<file path="src/rtl/lc3b_mem_sequencer_pkg.sv">
// lc3b_mem_sequencer_pkg
//   Shared types and width helpers for the load/store sequencer.
//   - lc3b_seq_err   : response error code reported alongside resp_valid
//   - lc3b_seq_state : sequencer FSM states
//   - SEQ_TIMEOUT_W  : width of the per-access wait counter for a given TIMEOUT
//   - SEQ_IND_W      : width of the indirection count for a given MAX_INDIRECT
package lc3b_mem_sequencer_pkg;

  typedef enum logic [1:0] {
    SEQ_OK       = 2'b00,
    SEQ_MISALIGN = 2'b01,
    SEQ_TIMEOUT  = 2'b10,
    SEQ_BADIND   = 2'b11
  } lc3b_seq_err;

  typedef enum logic [2:0] {
    ST_IDLE    = 3'd0,
    ST_CHECK   = 3'd1,
    ST_IND_RD  = 3'd2,
    ST_DATA_RD = 3'd3,
    ST_DATA_WR = 3'd4,
    ST_RESP    = 3'd5
  } lc3b_seq_state;

  // Wait counter must be able to hold TIMEOUT itself; a disabled timeout still needs one bit.
  function automatic int SEQ_TIMEOUT_W(input int timeout);
    if (timeout < 1) begin
      return 1;
    end else begin
      return $clog2(timeout + 1);
    end
  endfunction

  // Dereference count width, never narrower than one bit.
  function automatic int SEQ_IND_W(input int max_ind);
    if (max_ind < 1) begin
      return 1;
    end else begin
      return $clog2(max_ind + 1);
    end
  endfunction

endpackage

</file>
<file path="src/rtl/lc3b_mem_sequencer_byte_lane.sv">
// lc3b_byte_lane
//   Combinational byte-lane steering for sub-word accesses.
//   Ports:
//     byte_mode  in  1             1 = byte access, 0 = full word (pass-through)
//     lane       in  LB            selected byte lane (low address bits)
//     wdata      in  DATA_WIDTH    store data; byte stores use bits [7:0]
//     rdata      in  DATA_WIDTH    raw memory read data
//     wdata_lane out DATA_WIDTH    write data, byte replicated to every lane in byte mode
//     rdata_lane out DATA_WIDTH    read data, selected byte zero-extended in byte mode
//     byte_en    out DATA_WIDTH/8  lane enables: one-hot in byte mode, all ones otherwise
module lc3b_byte_lane #(
  parameter int DATA_WIDTH = 16
) (
  input  logic                                  byte_mode,
  input  logic [$clog2(DATA_WIDTH/8)-1:0]       lane,
  input  logic [DATA_WIDTH-1:0]                 wdata,
  input  logic [DATA_WIDTH-1:0]                 rdata,
  output logic [DATA_WIDTH-1:0]                 wdata_lane,
  output logic [DATA_WIDTH-1:0]                 rdata_lane,
  output logic [DATA_WIDTH/8-1:0]               byte_en
);

  localparam int NB = DATA_WIDTH / 8;
  localparam int LB = $clog2(NB);

  // Lane select, replicate and enable generation.
  always_comb begin
    wdata_lane = wdata;
    rdata_lane = rdata;
    byte_en    = {NB{1'b1}};
    if (byte_mode) begin
      rdata_lane = {{(DATA_WIDTH-8){1'b0}}, rdata[{lane, 3'b000} +: 8]};
      for (int i = 0; i < NB; i++) begin
        wdata_lane[8*i +: 8] = wdata[7:0];
        byte_en[i]           = (lane == LB'(i));
      end
    end else begin
      wdata_lane = wdata;
      rdata_lane = rdata;
      byte_en    = {NB{1'b1}};
    end
  end

endmodule

</file>
<file path="src/rtl/lc3b_mem_sequencer.sv">
// lc3b_mem_sequencer
//   Runs one memory transaction per accepted request: word/byte load or store, optionally
//   preceded by up to MAX_INDIRECT pointer dereferences, with wait states, timeout and
//   misalignment detection.
//   Ports:
//     clk, rst                      clock (rising edge), asynchronous active-high reset
//     req_valid/req_ready           request handshake; fields latched on acceptance
//     req_write/req_byte/req_ind    store flag, byte flag, dereference count
//     req_addr/req_wdata            byte address (or pointer address) and store data
//     resp_valid/rdata/error        one-cycle completion pulse with load data and error code
//     mem_read/mem_write            registered strobes, held until mem_resp or timeout
//     mem_address/wdata/byte_enable registered word-aligned address, data and lane enables
//     mem_rdata/mem_resp            memory read data and one-cycle completion
module lc3b_mem_sequencer
  import lc3b_mem_sequencer_pkg::*;
#(
  parameter int DATA_WIDTH   = 16,
  parameter int ADDR_WIDTH   = 16,
  parameter int MAX_INDIRECT = 2,
  parameter int TIMEOUT      = 255
) (
  input  logic                               clk,
  input  logic                               rst,
  input  logic                               req_valid,
  output logic                               req_ready,
  input  logic                               req_write,
  input  logic                               req_byte,
  input  logic [SEQ_IND_W(MAX_INDIRECT)-1:0] req_ind,
  input  logic [ADDR_WIDTH-1:0]              req_addr,
  input  logic [DATA_WIDTH-1:0]              req_wdata,
  output logic                               resp_valid,
  output logic [DATA_WIDTH-1:0]              resp_rdata,
  output logic [1:0]                         resp_error,
  output logic                               mem_read,
  output logic                               mem_write,
  output logic [ADDR_WIDTH-1:0]              mem_address,
  output logic [DATA_WIDTH-1:0]              mem_wdata,
  output logic [DATA_WIDTH/8-1:0]            mem_byte_enable,
  input  logic [DATA_WIDTH-1:0]              mem_rdata,
  input  logic                               mem_resp
);

  localparam int NB = DATA_WIDTH / 8;
  localparam int LB = $clog2(NB);
  localparam int IW = SEQ_IND_W(MAX_INDIRECT);
  localparam int TW = SEQ_TIMEOUT_W(TIMEOUT);
  localparam bit TO_EN = (TIMEOUT > 0);
  localparam logic [TW-1:0] TO_LAST = TW'((TIMEOUT > 0) ? (TIMEOUT - 1) : 0);

  lc3b_seq_state state_r, state_n;
  lc3b_seq_err   err_n;

  logic                  write_r;
  logic                  byte_r;
  logic [IW-1:0]         cnt_r;
  logic [ADDR_WIDTH-1:0] addr_r;
  logic [DATA_WIDTH-1:0] wdata_r;
  logic [TW-1:0]         wait_r;

  logic [ADDR_WIDTH-1:0] next_addr_s;
  logic [ADDR_WIDTH-1:0] ptr_s;
  logic                  timeout_s;
  logic                  mem_read_s;
  logic                  mem_write_s;
  logic [DATA_WIDTH-1:0] wdata_lane_s;
  logic [DATA_WIDTH-1:0] rdata_lane_s;
  logic [NB-1:0]         byte_en_s;

  logic                  mem_read_r;
  logic                  mem_write_r;
  logic [ADDR_WIDTH-1:0] mem_address_r;
  logic [DATA_WIDTH-1:0] mem_wdata_r;
  logic [NB-1:0]         mem_byte_enable_r;
  logic                  resp_valid_r;
  logic [1:0]            resp_error_r;
  logic [DATA_WIDTH-1:0] resp_rdata_r;

  // A loaded pointer is the memory word resized to the address width.
  assign ptr_s     = ADDR_WIDTH'(mem_rdata);
  // The last allowed waiting cycle; mem_resp in that cycle still wins.
  assign timeout_s = TO_EN && (wait_r == TO_LAST);

  // Lane steering follows the address of the access being set up (the freshly loaded
  // pointer when leaving the last dereference), which equals addr_r during a data read.
  lc3b_byte_lane #(
    .DATA_WIDTH (DATA_WIDTH)
  ) u_byte_lane (
    .byte_mode  (byte_r),
    .lane       (next_addr_s[LB-1:0]),
    .wdata      (wdata_r),
    .rdata      (mem_rdata),
    .wdata_lane (wdata_lane_s),
    .rdata_lane (rdata_lane_s),
    .byte_en    (byte_en_s)
  );

  // State register.
  always_ff @(posedge clk or posedge rst) begin
    if (rst) begin
      state_r <= ST_IDLE;
    end else begin
      state_r <= state_n;
    end
  end

  // Next-state, error code and next access address.
  always_comb begin
    state_n     = state_r;
    err_n       = SEQ_OK;
    next_addr_s = addr_r;
    case (state_r)
      ST_IDLE: begin
        if (req_valid) begin
          state_n = ST_CHECK;
        end else begin
          state_n = ST_IDLE;
        end
      end
      ST_CHECK: begin
        if (int'(cnt_r) > MAX_INDIRECT) begin
          state_n = ST_RESP;
          err_n   = SEQ_BADIND;
        end else if (!byte_r && (addr_r[LB-1:0] != {LB{1'b0}})) begin
          state_n = ST_RESP;
          err_n   = SEQ_MISALIGN;
        end else if (cnt_r != {IW{1'b0}}) begin
          state_n = ST_IND_RD;
        end else if (write_r) begin
          state_n = ST_DATA_WR;
        end else begin
          state_n = ST_DATA_RD;
        end
      end
      ST_IND_RD: begin
        if (mem_resp) begin
          next_addr_s = ptr_s;
          if (!byte_r && (ptr_s[LB-1:0] != {LB{1'b0}})) begin
            state_n = ST_RESP;
            err_n   = SEQ_MISALIGN;
          end else if (cnt_r == IW'(1)) begin
            state_n = write_r ? ST_DATA_WR : ST_DATA_RD;
          end else begin
            state_n = ST_IND_RD;
          end
        end else if (timeout_s) begin
          state_n = ST_RESP;
          err_n   = SEQ_TIMEOUT;
        end else begin
          state_n = ST_IND_RD;
        end
      end
      ST_DATA_RD, ST_DATA_WR: begin
        if (mem_resp) begin
          state_n = ST_RESP;
        end else if (timeout_s) begin
          state_n = ST_RESP;
          err_n   = SEQ_TIMEOUT;
        end else begin
          state_n = state_r;
        end
      end
      ST_RESP: begin
        state_n = ST_IDLE;
      end
      default: begin
        state_n = ST_IDLE;
      end
    endcase
  end

  // Strobe decode for the state being entered; registered below so strobes are glitch-free.
  always_comb begin
    mem_read_s  = 1'b0;
    mem_write_s = 1'b0;
    case (state_n)
      ST_IND_RD, ST_DATA_RD: mem_read_s  = 1'b1;
      ST_DATA_WR:            mem_write_s = 1'b1;
      default: begin
        mem_read_s  = 1'b0;
        mem_write_s = 1'b0;
      end
    endcase
  end

  // Request latch, pointer/count update and per-access wait counter.
  always_ff @(posedge clk or posedge rst) begin
    if (rst) begin
      write_r <= 1'b0;
      byte_r  <= 1'b0;
      cnt_r   <= {IW{1'b0}};
      addr_r  <= {ADDR_WIDTH{1'b0}};
      wdata_r <= {DATA_WIDTH{1'b0}};
      wait_r  <= {TW{1'b0}};
    end else begin
      if ((state_r == ST_IDLE) && req_valid) begin
        write_r <= req_write;
        byte_r  <= req_byte;
        cnt_r   <= req_ind;
        addr_r  <= req_addr;
        wdata_r <= req_wdata;
      end else if ((state_r == ST_IND_RD) && mem_resp) begin
        addr_r <= ptr_s;
        cnt_r  <= cnt_r - IW'(1);
      end
      // Counter restarts whenever a response arrives or a memory state is entered.
      if (((state_r == ST_IND_RD) || (state_r == ST_DATA_RD) || (state_r == ST_DATA_WR)) && !mem_resp) begin
        wait_r <= wait_r + TW'(1);
      end else begin
        wait_r <= {TW{1'b0}};
      end
    end
  end

  // Registered memory-side and response-side outputs.
  always_ff @(posedge clk or posedge rst) begin
    if (rst) begin
      mem_read_r        <= 1'b0;
      mem_write_r       <= 1'b0;
      mem_address_r     <= {ADDR_WIDTH{1'b0}};
      mem_wdata_r       <= {DATA_WIDTH{1'b0}};
      mem_byte_enable_r <= {NB{1'b1}};
      resp_valid_r      <= 1'b0;
      resp_error_r      <= 2'b00;
      resp_rdata_r      <= {DATA_WIDTH{1'b0}};
    end else begin
      mem_read_r        <= mem_read_s;
      mem_write_r       <= mem_write_s;
      mem_byte_enable_r <= mem_write_s ? byte_en_s : {NB{1'b1}};
      resp_valid_r      <= (state_n == ST_RESP);
      if (mem_read_s || mem_write_s) begin
        mem_address_r <= {next_addr_s[ADDR_WIDTH-1:LB], {LB{1'b0}}};
      end
      if (mem_write_s) begin
        mem_wdata_r <= wdata_lane_s;
      end
      if ((state_n == ST_RESP) && (state_r != ST_RESP)) begin
        resp_error_r <= err_n;
        resp_rdata_r <= ((state_r == ST_DATA_RD) && mem_resp) ? rdata_lane_s : {DATA_WIDTH{1'b0}};
      end
    end
  end

  assign req_ready       = (state_r == ST_IDLE);
  assign resp_valid      = resp_valid_r;
  assign resp_error      = resp_error_r;
  assign resp_rdata      = resp_rdata_r;
  assign mem_read        = mem_read_r;
  assign mem_write       = mem_write_r;
  assign mem_address     = mem_address_r;
  assign mem_wdata       = mem_wdata_r;
  assign mem_byte_enable = mem_byte_enable_r;

endmodule

</file>
<file path="config.mk">
export PLATFORM = sky130hd
export DESIGN_NAME = lc3b_mem_sequencer
export DESIGN_NICKNAME = d
export VERILOG_FILES = /design/src/rtl/lc3b_mem_sequencer_pkg.sv /design/src/rtl/lc3b_mem_sequencer_byte_lane.sv /design/src/rtl/lc3b_mem_sequencer.sv
export SDC_FILE = /design/constraint.sdc
export NUM_CORES = 1
export LEC_CHECK = 0
export ABC_AREA = 1
export CORE_AREA = 2 2 122 136
export CTS_CLUSTER_SIZE = 10
export DETAILED_ROUTE_END_ITERATION = 8
export DIE_AREA = 0 0 124 138
export GPL_TIMING_DRIVEN = 0
export MAX_ROUTING_LAYER = met4
export PLACE_DENSITY = 0.64
export SYNTH_ARGS = -nofsm -noshare
export SYNTH_HDL_FRONTEND = slang
export SYNTH_SLANG_ARGS = --single-unit
</file>
<file path="constraint.sdc">
create_clock -name clk -period 3.6 [get_ports clk]
set_input_delay 0.9 -clock clk [delete_from_list [all_inputs] [get_ports clk]]
set_output_delay 0.9 -clock clk [all_outputs]
set_load 0.01 [all_outputs]
</file>
==> results by group, run 1 <==
Worst setup path
  – Startpoint types: primary input
  – Data required time at the worst endpoint: 3830 ps
  – Worst-path fanout max: 10
  – Most used cell, CP: nand2_1
  – CP max stage delay: 460 ps
  – Slowest cell on the critical path: clkdlybuf4s50_1
  – CP Capture Type: register
  – WP data arrival: 2790 ps
  – FF-to-FF Start: state_r[1]$_DFF_PP0_
  – Worst-case reg-to-reg path depth: 8
  – Buffers & Inverters on Critical Path: 5
  – Crit path max-delay family: buffers and inverters
  – Crit path cell chain: clkdlybuf4s50_1 > inv_1 > nor2_1 > buf_2 > clkinv_1 > clkbuf_1 > nand2_1 > nand2_1
  – WS Path Type: in2reg
  – R2R Setup Slk: 1390 ps
  – Worst R2R End: addr_r[15]$_DFFE_PP0P_

Die
  – Initial Util: 28.9%
  – Boundary pin count: 112
  – Placeable Area: 15900 um^2
  – Die width: 124 um
  – Cell row count: 49
  – Area of the die: 17100 um^2
  – Die H: 138 um

Timing
  – Setup Skew: 10.4 ps
  – RSZ-0062 raised after global routing: no
  – Final period util: 71.1%
  – Hold Vio Cnt, Final: 0
  – Minimum clock period: 2560 ps
  – Achievable frequency: 0.390 GHz
  – Fin Hold WS: 466 ps
  – Slew @ Worst Pin: 602 ps
  – Finish-stage setup viols: 0
  – Pins Over Slew Limit: 0
  – Max_slew headroom: 59.9%

Clock network
  – PostCTS Resize Cnt: 0
  – CTS Sinks: 101
  – Hold_buf cts: 0
  – CTS H-tree depth: 3
  – Max clock buf depth: 2
  – Clock Latency Late Sink: 340 ps
  – Post-CTS setup buffer count: 0
  – CTS tree: built
  – Cts bufs inserted: 9
  – Clock slew at reported path FFs: 70 ps
  – CTS root buf: clkbuf_16

Power
  – Power per cell area: 857 nW/um^2
  – Worst vdd ir: 326 uV
  – Switching power: 2130 uW
  – Logic gate share of total power: 46.6%
  – Sw frac: 39.5%
  – Seq pwr share: 34.7%
  – Pleak: 0.00308 uW
  – Clock power share: 18.6%
  – Int Pwr: 3260 uW

Logic synthesis
  – Area leader, netlist: dfrtp_1
  – Syn_nets: 607
  – Synthesis warning total: 0
  – Syn Inst Count: 546
  – Syn_area_per_cell: 8.45 um^2
  – Yosys top cell area share: 53.7%
  – Distinct cell type count after synthesis: 32
  – Netlist Area Pre-Place: 4610 um^2
  – Ranking of synthesized cells by area: dfrtp_1, nand2_1, o21ai_0
  – Yosys reg bits: 101
  – Post-synthesis sequential area ratio: 54.9%

Final layout
  – Area grow syn2layout: 36.5%
  – Commonest non-fill, non-tap cell in the layout: nand2_1
  – Final core occ: 39.5%
  – Share of layout cells above drive strength 1: 10.7%
  – Commonest non-fill, non-tap cells in the layout: nand2_1, clkdlybuf4s50_1, dfrtp_1
  – Fillers: 1620
  – Ant. Diodes: 0
  – Nets: 728

Hold path
  – Worst hold path type: reg2reg
  – WHS Path Cells: 2
  – Hold endpoint: wdata_r[10]$_DFFE_PP0P_
  – Hold_sp: wdata_r[10]$_DFFE_PP0P_

Global route
  – Initial antenna violation count: 0
  – Vias in the first global route: 3814
  – Largest net degree at the start of global routing: 56
  – Tot GR Track Use: 15.6%
  – First-pass GRT wire length: 20.0 mm
  – Grt ovf: 0

Routing
  – DR pass1 iterations: 4
  – Via-per-instance ratio: 4.40
  – Via count: 3855
  – Post-Route WL: 12.4 mm
  – DRC viols: 0
  – Routed length per instance: 14.2 um
  – ANT nets after route: 0
  – DRT iter0 DRCs: 153

Placement
  – Hpwl dp: 9.34 mm
  – Placer Congestion: 0.867
  – PortBufs: 109

Run status
  – Status: finished, final reports clean

Job
  – # Max-Cap Violations: 0
-- synth_stat cells, drive strengths merged --
master	count
nor2	20
clkbuf	7
a21oi	4
conb	1
and3	2
o21ai	66
or2	3
ha	5
o211ai	11
nor3	3
dfstp	2
buf	16
xor2	2
clkinv	1
nand3	28
nand2	227
dfrtp	99
inv	49
-- worst reg2reg max path, delay by kind of cell, from the launching register on --
| kind | cells | cell delay [ps] |
|---|---|---|
| simple gates | 5 | 700 |
| flops | 1 | 440 |
| buf+inv | 3 | 970 |
-- per-stage QoR --
stage	setup WS, ps	std cells	total power, uW	area (um^2)	setup TNS (ps)
4_1_cts	993	876	5480	6290	0
2_1_floorplan	56.2	546	3380	4610	0
5_1_grt	853	876	5860	6290	0
6_report	1040	876	5390	6290	0
3_3_place_gp	-1590	859	4420	5960	-157730
3_5_place_dp	639	860	4460	5990	0
-- cells by family (layout without fill, tap and decap cells) --
kind of cell | after synthesis | count (layout) | synth area share, %
AOI/OAI and AO/OA | 81 | 81 | 9.55
adders and majority gates | 5 | 5 | 1.36
and+or+nand+nor | 283 | 283 | 27.1
buffers and inverters | 73 | 199 | 6.70
xor gates and xnor gates | 2 | 2 | 0.380
other | 1 | 1 | 0.0813
DFF | 101 | 101 | 54.9
-- power groups by stage --
stage	combinational [uW]	sequential, uW	clock, uW
floorplan	1400	1980	0
global placement	2530	1890	0
detailed placement	2560	1900	0
CTS	2570	1880	1020
global route	2850	1930	1070
finish	2520	1870	1000
-- flip-flops by register name, indices dropped and copies added (netlist names), 2 cells and up --
name / count
addr_r: 16
mem_wdata: 16
resp_rdata: 16
wdata_r: 16
mem_address: 15
wait_r: 8
state_r: 3
cnt_r: 2
mem_byte_enable: 2
resp_error: 2
-- worst max path at each step --
stage / startpoint / endpoint / slack (ps) / cells after the start
finish: req_valid / addr_r[15]$_DFFE_PP0P_ / 1040 / 8
global route: req_valid / addr_r[15]$_DFFE_PP0P_ / 850 / 8
CTS: req_valid / addr_r[15]$_DFFE_PP0P_ / 990 / 8
detailed placement: req_valid / addr_r[15]$_DFFE_PP0P_ / 640 / 8
global placement: rst / mem_read$_DFF_PP0_ / -1590 / 2
floorplan: rst / addr_r[0]$_DFFE_PP0P_ / 60 / 1
-- final cells by class --
cell class	count	area, um^2	share of cell area (%)
Buffer	23	121	1.93
Clock buffer	10	239	3.80
Clock inverter	6	66.3	1.05
Inverter	50	190	3.02
Multi-Input combinational cell	372	1770	28.2
Sequential cell	101	2530	40.2
Tap cell	204	255	4.06
Timing Repair Buffer	110	1120	17.8
-- routing by layer --
metal	up-vias	global-route usage, %	share of wire (%)	routed length, um
met5	-	-	0	0
met4	0	5.91	2.5	313
met3	14	3.42	4.9	603
met1	1811	18.8	43	5350
met2	70	25.5	49	6140
li1	1960	-	-	-
(Power assumes the default switching activity.)
==> run 2: changes to the inputs <==
--- a/config.mk
+++ b/config.mk
@@ -12,7 +12,7 @@
 export DIE_AREA = 0 0 124 138
 export GPL_TIMING_DRIVEN = 0
 export MAX_ROUTING_LAYER = met4
-export PLACE_DENSITY = 0.64
+export PLACE_DENSITY = 0.62
 export SYNTH_ARGS = -nofsm -noshare
 export SYNTH_HDL_FRONTEND = slang
 export SYNTH_SLANG_ARGS = --single-unit
==> constraint.sdc (replaced) <==
create_clock -name clk -period 2.6 [get_ports clk]
set_input_delay 0.65 -clock clk [delete_from_list [all_inputs] [get_ports clk]]
set_output_delay 0.65 -clock clk [all_outputs]
set_load 0.01 [all_outputs]
==> results by group, run 2 (same netlist as run 1, synthesis figures left out) <==
Power
  – Worst vdd ir: 366 uV (was 326 uV)
  – Seq pwr share: 35.2% (was 34.7%)
  – Pleak: 0.00307 uW (was 0.00308 uW)
  – Logic gate share of total power: 47.5% (was 46.6%)
  – Int Pwr: 4390 uW (was 3260 uW)
  – Sw frac: 40.4% (was 39.5%)
  – Power per cell area: 1170 nW/um^2 (was 857 nW/um^2)
  – Switching power: 2980 uW (was 2130 uW)
  – Clock power share: 17.3% (was 18.6%)

Hold path
  – WHS Path Cells: 1 (was 2)
  – Worst hold path type: reg2reg (unchanged)
  – Hold endpoint: wait_r[0]$_DFF_PP0_ (was wdata_r[10]$_DFFE_PP0P_)
  – Hold_sp: wait_r[0]$_DFF_PP0_ (was wdata_r[10]$_DFFE_PP0P_)

Final layout
  – Commonest non-fill, non-tap cells in the layout: nand2_1, clkdlybuf4s50_1, dfrtp_1 (unchanged)
  – Share of layout cells above drive strength 1: 10.8% (was 10.7%)
  – Commonest non-fill, non-tap cell in the layout: nand2_1 (unchanged)
  – Ant. Diodes: 0 (unchanged)
  – Nets: 729 (was 728)
  – Cell area after layout: 6280 um^2 (was 6290 um^2)
  – Area grow syn2layout: 36.1% (was 36.5%)

Die
  – Cell row count: 49 (unchanged)
  – Placeable Area: 15900 um^2 (unchanged)
  – Initial Util: 28.9% (unchanged)
  – Die width: 124 um (unchanged)
  – Area of the die: 17100 um^2 (unchanged)
  – Boundary pin count: 112 (unchanged)
  – Die H: 138 um (unchanged)

Clock network
  – Hold_buf cts: 0 (unchanged)
  – CTS H-tree depth: 3 (unchanged)
  – CTS Sinks: 101 (unchanged)
  – Cts bufs inserted: 9 (unchanged)
  – CTS root buf: clkbuf_16 (unchanged)
  – Clock slew at reported path FFs: 80 ps (was 70 ps)
  – CTS tree: built (unchanged)
  – Post-CTS setup buffer count: 0 (unchanged)
  – PostCTS Resize Cnt: 0 (unchanged)
  – Max clock buf depth: 2 (unchanged)
  – Clock Latency Late Sink: 350 ps (was 340 ps)

Routing
  – Via-per-instance ratio: 4.29 (was 4.40)
  – DR pass1 iterations: 4 (unchanged)
  – Post-Route WL: 12.6 mm (was 12.4 mm)
  – DRC viols: 0 (unchanged)
  – Routed length per instance: 14.3 um (was 14.2 um)
  – DRT iter0 DRCs: 195 (was 153)
  – ANT nets after route: 0 (unchanged)
  – Via count: 3761 (was 3855)

Timing
  – Finish-stage setup viols: 0 (unchanged)
  – Setup Skew: 11.9 ps (was 10.4 ps)
  – RSZ-0062 raised after global routing: no (unchanged)
  – Pins Over Slew Limit: 0 (unchanged)
  – Minimum clock period: 2310 ps
  – Setup TNS Final: 0 ps (unchanged)
  – Slew @ Worst Pin: 800 ps (was 602 ps)
  – Final period util: 88.7%
  – Max_slew headroom: 46.5% (was 59.9%)
  – Hold Vio Cnt, Final: 0 (unchanged)
  – Achievable frequency: 0.434 GHz

Placement
  – Placed cell area: 6000 um^2 (was 5990 um^2)
  – Placer Congestion: 0.840 (was 0.867)
  – Hpwl dp: 9.48 mm (was 9.34 mm)
  – PortBufs: 109 (unchanged)

Global route
  – First-pass GRT wire length: 20.3 mm (was 20.0 mm)
  – Largest net degree at the start of global routing: 40 (was 56)
  – Vias in the first global route: 3774 (was 3814)
  – Grt ovf: 0 (unchanged)
  – Initial antenna violation count: 0 (unchanged)
  – Tot GR Track Use: 15.9% (was 15.6%)

Worst setup path
  – Worst-case reg-to-reg path depth: 8 (unchanged)
  – Startpoint types: register (was primary input)
  – CP Capture Type: primary output (was register)
  – Data required time at the worst endpoint: 1950 ps (was 3830 ps)
  – Worst R2R End: addr_r[15]$_DFFE_PP0P_ (unchanged)
  – Worst-path fanout max: 3 (was 10)
  – R2R Setup Slk: 450 ps (was 1390 ps)
  – FF-to-FF Start: state_r[1]$_DFF_PP0_ (unchanged)
  – WP data arrival: 1660 ps (was 2790 ps)
  – WS Path Type: reg2out (was in2reg)

Run status
  – Status: finished, final reports clean (unchanged)

Job
  – # Max-Cap Violations: 0 (unchanged)
## run 2: changes by cell type in the layout (fill, tap and decap cells not counted), sizes merged
cell,delta
clkinv,+2
clkinvlp,+2
inv,-2
buf,+1
bufinv,-1
clkbuf,-1
## run 2: layout make-up
cell class              instances  area (um^2)
fillers                      1649         9660
clock inverters                 7         48.8
inverters                      50          191
flip-flops and latches        101         2530
multi-input cells             372         1770
plain buffers                  23          121
repair buffers                111         1130
clock buffers                   9          225
well taps                     204          255
## run 2: worst max-delay path by stage
| stage | startpoint | endpoint | slack [ps] |
|---|---|---|---|
| 2_1_floorplan | rst | addr_r[0]$_DFFE_PP0P_ | 750 |
| 3_3_place_gp | rst | mem_read$_DFF_PP0_ | -340 |
| 3_5_place_dp | req_valid | addr_r[15]$_DFFE_PP0P_ | -70 |
| 4_1_cts | state_r[1]$_DFF_PP0_ | req_ready | 290 |
| 5_1_grt | req_valid | addr_r[1]$_DFFE_PP0P_ | 150 |
| 6_report | state_r[1]$_DFF_PP0_ | req_ready | 290 |
## run 2: power groups by stage
stage	clock network (uW)	logic (uW)	registers, uW
final	1280	3500	2590
after global routing	1370	3940	2670
after CTS	1290	3560	2600
after detailed placement	0	3540	2620
after global placement	0	3520	2610
after floorplan	0	1940	2740
## run 2: critical path, stage by stage (launching register included)
cell and delay, ps:
dfrtp_1 450, nor2_1 170, nand2_1 100, inv_1 60, clkdlybuf4s50_1 530
## run 2: layer usage
layer	track usage, %	vias to the layer above	routed length [um]
met4	4.26	0	131
met1	20.0	1727	5500
met3	3.22	11	516
li1	-	1957	-
met5	-	-	0
met2	25.9	66	6420
## run 2: through the flow
stage / power (uW) / hold slack (ps) / util, % / setup slack [ps] / cells
2_1_floorplan: 4670 / 432 / - / 748 / 546
3_3_place_gp: 6130 / 450 / 37.4 / -339 / 859
3_5_place_dp: 6170 / 452 / 37.7 / -71.9 / 861
4_1_cts: 7460 / 463 / 39.4 / 291 / 877
5_1_grt: 7980 / 487 / 39.4 / 154 / 877
6_report: 7370 / 461 / 39.4 / 294 / 877
==> edit 1: new RTL, flow settings as in run 2 <==
Register the output `resp_error` once more, with the module's reset; this adds one clock of latency there. The other outputs are not delayed to match.
--- a/src/rtl/lc3b_mem_sequencer.sv
+++ b/src/rtl/lc3b_mem_sequencer.sv
@@ -244,3 +244,9 @@
   assign resp_valid      = resp_valid_r;
-  assign resp_error      = resp_error_r;
+  always_ff @(posedge clk or posedge rst) begin
+    if (rst) begin
+      resp_error <= '0;
+    end else begin
+      resp_error <= resp_error_r;
+    end
+  end
   assign resp_rdata      = resp_rdata_r;
Function: changed (a bounded check fails within 4 cycles, from zero or initial values and one cycle with rst high).
==> edit 1 against run 2 <==
  * Highest routed layer unchanged
  * Synthesized area increased by 1.2%
  * Largest cell class unchanged
  * Register-to-register slack gained 0.12 ns
  * Design area increased by 1.2%
  * Synthesized cell count increased by 0.37%
  * Via count is 5.1% higher
  * Sequential cell count rose by 2
  * Critical path depth did not move
  * Routed wire length rose by 1.9%
  * Total power rose by 2.6%
  * Critical path type unchanged
  * Worst setup slack worse by 0.057 ns
==> edit 1: results (changes against run 2) <==
----------------------------------------------------
[Layout]
  Area Growth Syn to Fin ... 36.1% (about the same)
  # nets final ... 732 (was 729)
  Fraction of layout instances using a drive strength above 1 ... 9.91% (was 10.8%)

[Detailed routing]
  Iteration-0 DRC Markers ... 192 (was 195)
  Routed via count divided by cell count ... 4.49 (was 4.29)
  Final WL ... 12800 um (was 12600 um)
  Wire length per cell ... 14.5 um (was 14.3 um)

[Global route]
  Maximum number of pins on one net before global-route repair ... 39 (was 40)
  Met2 capacity usage during global routing ... 25.2% (was 25.9%)
  Wire length of the first global-routing pass ... 20500 um (was 20300 um)
  Gr usage total ... 16.0% (was 15.9%)

[Placement]
  Total of buffers placed on input and output ports ... 110 (was 109)
  Area after detailed placement ... 6070 sq um (was 6000 sq um)
  Number of placed cells counting well taps ... 864 (was 861)
  Weighted congestion at the end of routability-driven global placement ... 0.803 (was 0.840)
  Dpl ws ... -0.125 ns (was -0.0719 ns)

[Power]
  Maximum vdd drop ... 0.488 mV (was 0.366 mV)

[Min path]
  Min-Delay Startpoint ... resp_error_r[0] (was wait_r[0])

[Outcome]
  Run status ... finished, final reports clean (unchanged)

[Setup path]
  Worst setup path startpoint ... state_r[0] (was state_r[1])
  Logic depth of the worst register-to-register path ... 13 (was 8)
  Biggest fanout along the worst timing path ... 4 (was 3)
  Data arrival time of the critical path ... 1.71 ns (was 1.66 ns)
  Crit Reg-Reg Endpoint ... mem_address[10] (was addr_r[15])

[Synth]
  Top cells by count, synth ... 178 x nand2_1, 101 x dfrtp_1, 63 x o21ai_0 (was 221 x nand2_1, 99 x dfrtp_1, 48 x o21ai_0)
  Fraction of the mapped netlist area in adder cells ... 1.34% (was 1.36%)
  Post-synthesis net count ... 609 (was 607)

----------------------------------------------------
## edit 1: cell count changes after synthesis, moves of 4 or more
cell | run 2 | this run
nand2_2 | 6 | 1
buf_2 | 10 | 6
or2_2 | 2 | 16
nand3_2 | 14 | 3
o21ai_0 | 48 | 63
inv_1 | 42 | 54
nand3_1 | 14 | 38
o21ai_1 | 17 | 11
nand2_1 | 221 | 178
## edit 1: power breakdown
part | internal [mW] | switching [mW] | leakage, nW
Combinational | 1.56 | 2.02 | 1.63
Clock | 0.681 | 0.633 | 0.143
Sequential | 2.31 | 0.350 | 1.31
Total | 4.55 | 3.01 | 3.08
## edit 1: layer usage
layer | routed length [um] | vias to the layer above
li1 | - | 1986
met1 | 5890 | 1856
met2 | 6160 | 94
met3 | 553 | 15
met5 | 0 | -
met4 | 187 | 0
## edit 1: layout make-up
class	count	area share (%)
multi-input combinational	363	27.4
inverter	59	3.55
tap	204	4.02
buffer	23	1.97
timing repair buffer	112	18.0
clock buffer	10	3.76
sequential	103	40.6
clock inverter	6	0.709
==> edit 2: new RTL, flow settings as in run 2 <==
Made on the original files. Change the parameter `ADDR_WIDTH` from 16 to 17.
--- a/src/rtl/lc3b_mem_sequencer.sv
+++ b/src/rtl/lc3b_mem_sequencer.sv
@@ -17,3 +17,3 @@
   parameter int DATA_WIDTH   = 16,
-  parameter int ADDR_WIDTH   = 16,
+  parameter int ADDR_WIDTH   = 17,
   parameter int MAX_INDIRECT = 2,
Interface: changed (resized mem_address and req_addr); port bits go from 112 to 114. The function was not compared with the original's and may differ.
==> edit 2 against run 2 <==
  * Die area unchanged
  * Design area up 0.22%
  * Synthesized area down 1.3%
  * Routed wire length up 2.0%
  * Sequential share of layout area up 0.71 points
  * Sequential cell count up 2
  * Total power up 0.57%
  * Critical path depth unchanged
  * Worst setup slack better by 0.023 ns
  * Largest cell class unchanged
  * Largest power group unchanged
==> edit 2: results (changes against run 2) <==
----------------------------------------------------
[Detailed routing]
  Wire length per cell ... 14.7 um (was 14.3 um)
  Met2 Routed Length ... 6190 um (was 6420 um)
  Met1 Wirelength ... 5660 um (was 5500 um)
  Met3 routed WL ... 611 um (was 516 um)
  Routed via count divided by cell count ... 4.46 (was 4.29)
  Iteration-0 DRC Markers ... 237 (was 195)

[Setup path]
  Logic depth of the worst register-to-register path ... 11 (was 8)
  Startpoint of the lowest-slack register-to-register path ... wait_r[0] (was state_r[1])
  Worst reg-to-reg setup slack ... 0.65 ns (was 0.45 ns)
  Crit Reg-Reg Endpoint ... mem_address[6] (was addr_r[15])
  Data arrival time of the critical path ... 1.63 ns (was 1.66 ns)
  Biggest fanout along the worst timing path ... 5 (was 3)

[Layout]
  # fillers ... 1650 (was 1649)
  # nets final ... 725 (was 729)
  Fraction of layout instances using a drive strength above 1 ... 7.05% (was 10.8%)
  Post-route insts no fill ... 871 (was 877)

[Placement]
  Sum of net half-perimeters after detailed placement ... 9590 um (was 9480 um)
  Area after detailed placement ... 5990 sq um (was 6000 sq um)
  Total of buffers placed on input and output ports ... 112 (was 109)
  Weighted congestion at the end of routability-driven global placement ... 0.858 (was 0.840)
  Dpl ws ... 0.0539 ns (was -0.0719 ns)
  Number of placed cells counting well taps ... 856 (was 861)

[Synth]
  Sequential-to-total area share from yosys stat ... 56.7% (was 54.9%)
  Unique masters post-synth ... 33 (was 32)
  Post-synthesis net count ... 599 (was 607)
  Top cells by count, synth ... 226 x nand2_1, 101 x dfrtp_1, 38 x o21ai_0 (was 221 x nand2_1, 99 x dfrtp_1, 48 x o21ai_0)
  Dominant register cell in the synthesized netlist ... dfrtp_1 (unchanged)
  Post-synthesis cell count ... 537 (was 546)
  Largest cells by area after synthesis ... dfrtp_1 56%, nand2_1 19%, o21ai_0 4.2% (was dfrtp_1 54%, nand2_1 18%, o21ai_0 5.2%)

[Global route]
  Vias in the first global route ... 3988 (was 3774)
  Wire length of the first global-routing pass ... 20700 um (was 20300 um)
  Met3 routing resource usage after global routing ... 3.34% (was 3.22%)
  Met2 capacity usage during global routing ... 25.4% (was 25.9%)
  Maximum number of pins on one net before global-route repair ... 34 (was 40)
  Routing usage on met1 ... 20.3% (was 20.0%)
  Gr usage total ... 16.2% (was 15.9%)

[Min path]
  Min-Delay Startpoint ... wdata_r[15] (was wait_r[0])
  Sink of the worst hold path ... wdata_r[15] (was wait_r[0])
  Depth of the worst hold-timing path ... 2 (was 1)
  Worst hold path type ... flip-flop to flip-flop (unchanged)

[Clocking]
  Clock Path Buffers ... 2 (unchanged)
  Total of cells resized after clock tree synthesis ... 0 (unchanged)

[Power]
  Maximum vdd drop ... 0.518 mV (was 0.366 mV)
  Leakage component of the power ... 3.08 nW (was 3.07 nW)

[STA]
  Final hold slack ... 0.468 ns (was 0.461 ns)
  Max-slew headroom ... 60.3% (was 46.5%)
  Clock Skews ... 0.00892 ns (was 0.0119 ns)

[Outcome]
  Run status ... finished, final reports clean (unchanged)

----------------------------------------------------
edit 2: cell count changes after synthesis, sizes merged, moves of 3 or more:
cell	delta
o21ai	-25
o211ai	-8
nand3	+7
buf	-6
a21oi	+7
clkbuf	+4
a31oi	+8
inv	-13
mux2i	+6
nand2	+3
edit 2: kinds of logic (layout without fill, tap and decap cells):
kind of cell             after synthesis  count (layout)  share of synthesized area, %
AO/OA/AOI/OAI                         68              68                          8.44
XOR/XNOR                               2               2                         0.385
adder cells (fa/ha/maj)                5               5                          1.37
buffers and inverters                 57             187                          5.28
flip-flops                           103             103                          56.7
multiplexers                           6               6                          1.32
other                                  1               1                        0.0824
AND/OR/NAND/NOR                      295             295                          26.5
edit 2: final cells by class:
class / instances / area [sq um] / area share [%]
Tap cell: 204 / 255 / 4.06
Multi-Input combinational cell: 377 / 1730 / 27.6
Clock buffer: 11 / 243 / 3.86
Timing Repair Buffer: 115 / 1180 / 18.8
Inverter: 36 / 139 / 2.21
Buffer: 21 / 105 / 1.67
Sequential cell: 103 / 2580 / 41.0
Clock inverter: 4 / 53.8 / 0.855
edit 2: report_power, final:
| part | switching (mW) | total [mW] | internal, mW |
|---|---|---|---|
| Combinational | 1.88 | 3.34 | 1.46 |
| Sequential | 0.396 | 2.69 | 2.30 |
| Clock | 0.610 | 1.38 | 0.772 |
edit 2: how the worst max path moves through the flow:
stage / startpoint / end / slack, ns / cells after the start
6_report: state_r[0] / req_ready / 0.32 / 4
5_1_grt: mem_resp / resp_rdata[9] / 0.14 / 7
4_1_cts: state_r[0] / req_ready / 0.31 / 4
3_5_place_dp: mem_resp / resp_rdata[9] / 0.05 / 7
3_3_place_gp: rst / resp_valid / -0.40 / 2
2_1_floorplan: rst / addr_r[0] / 0.72 / 1
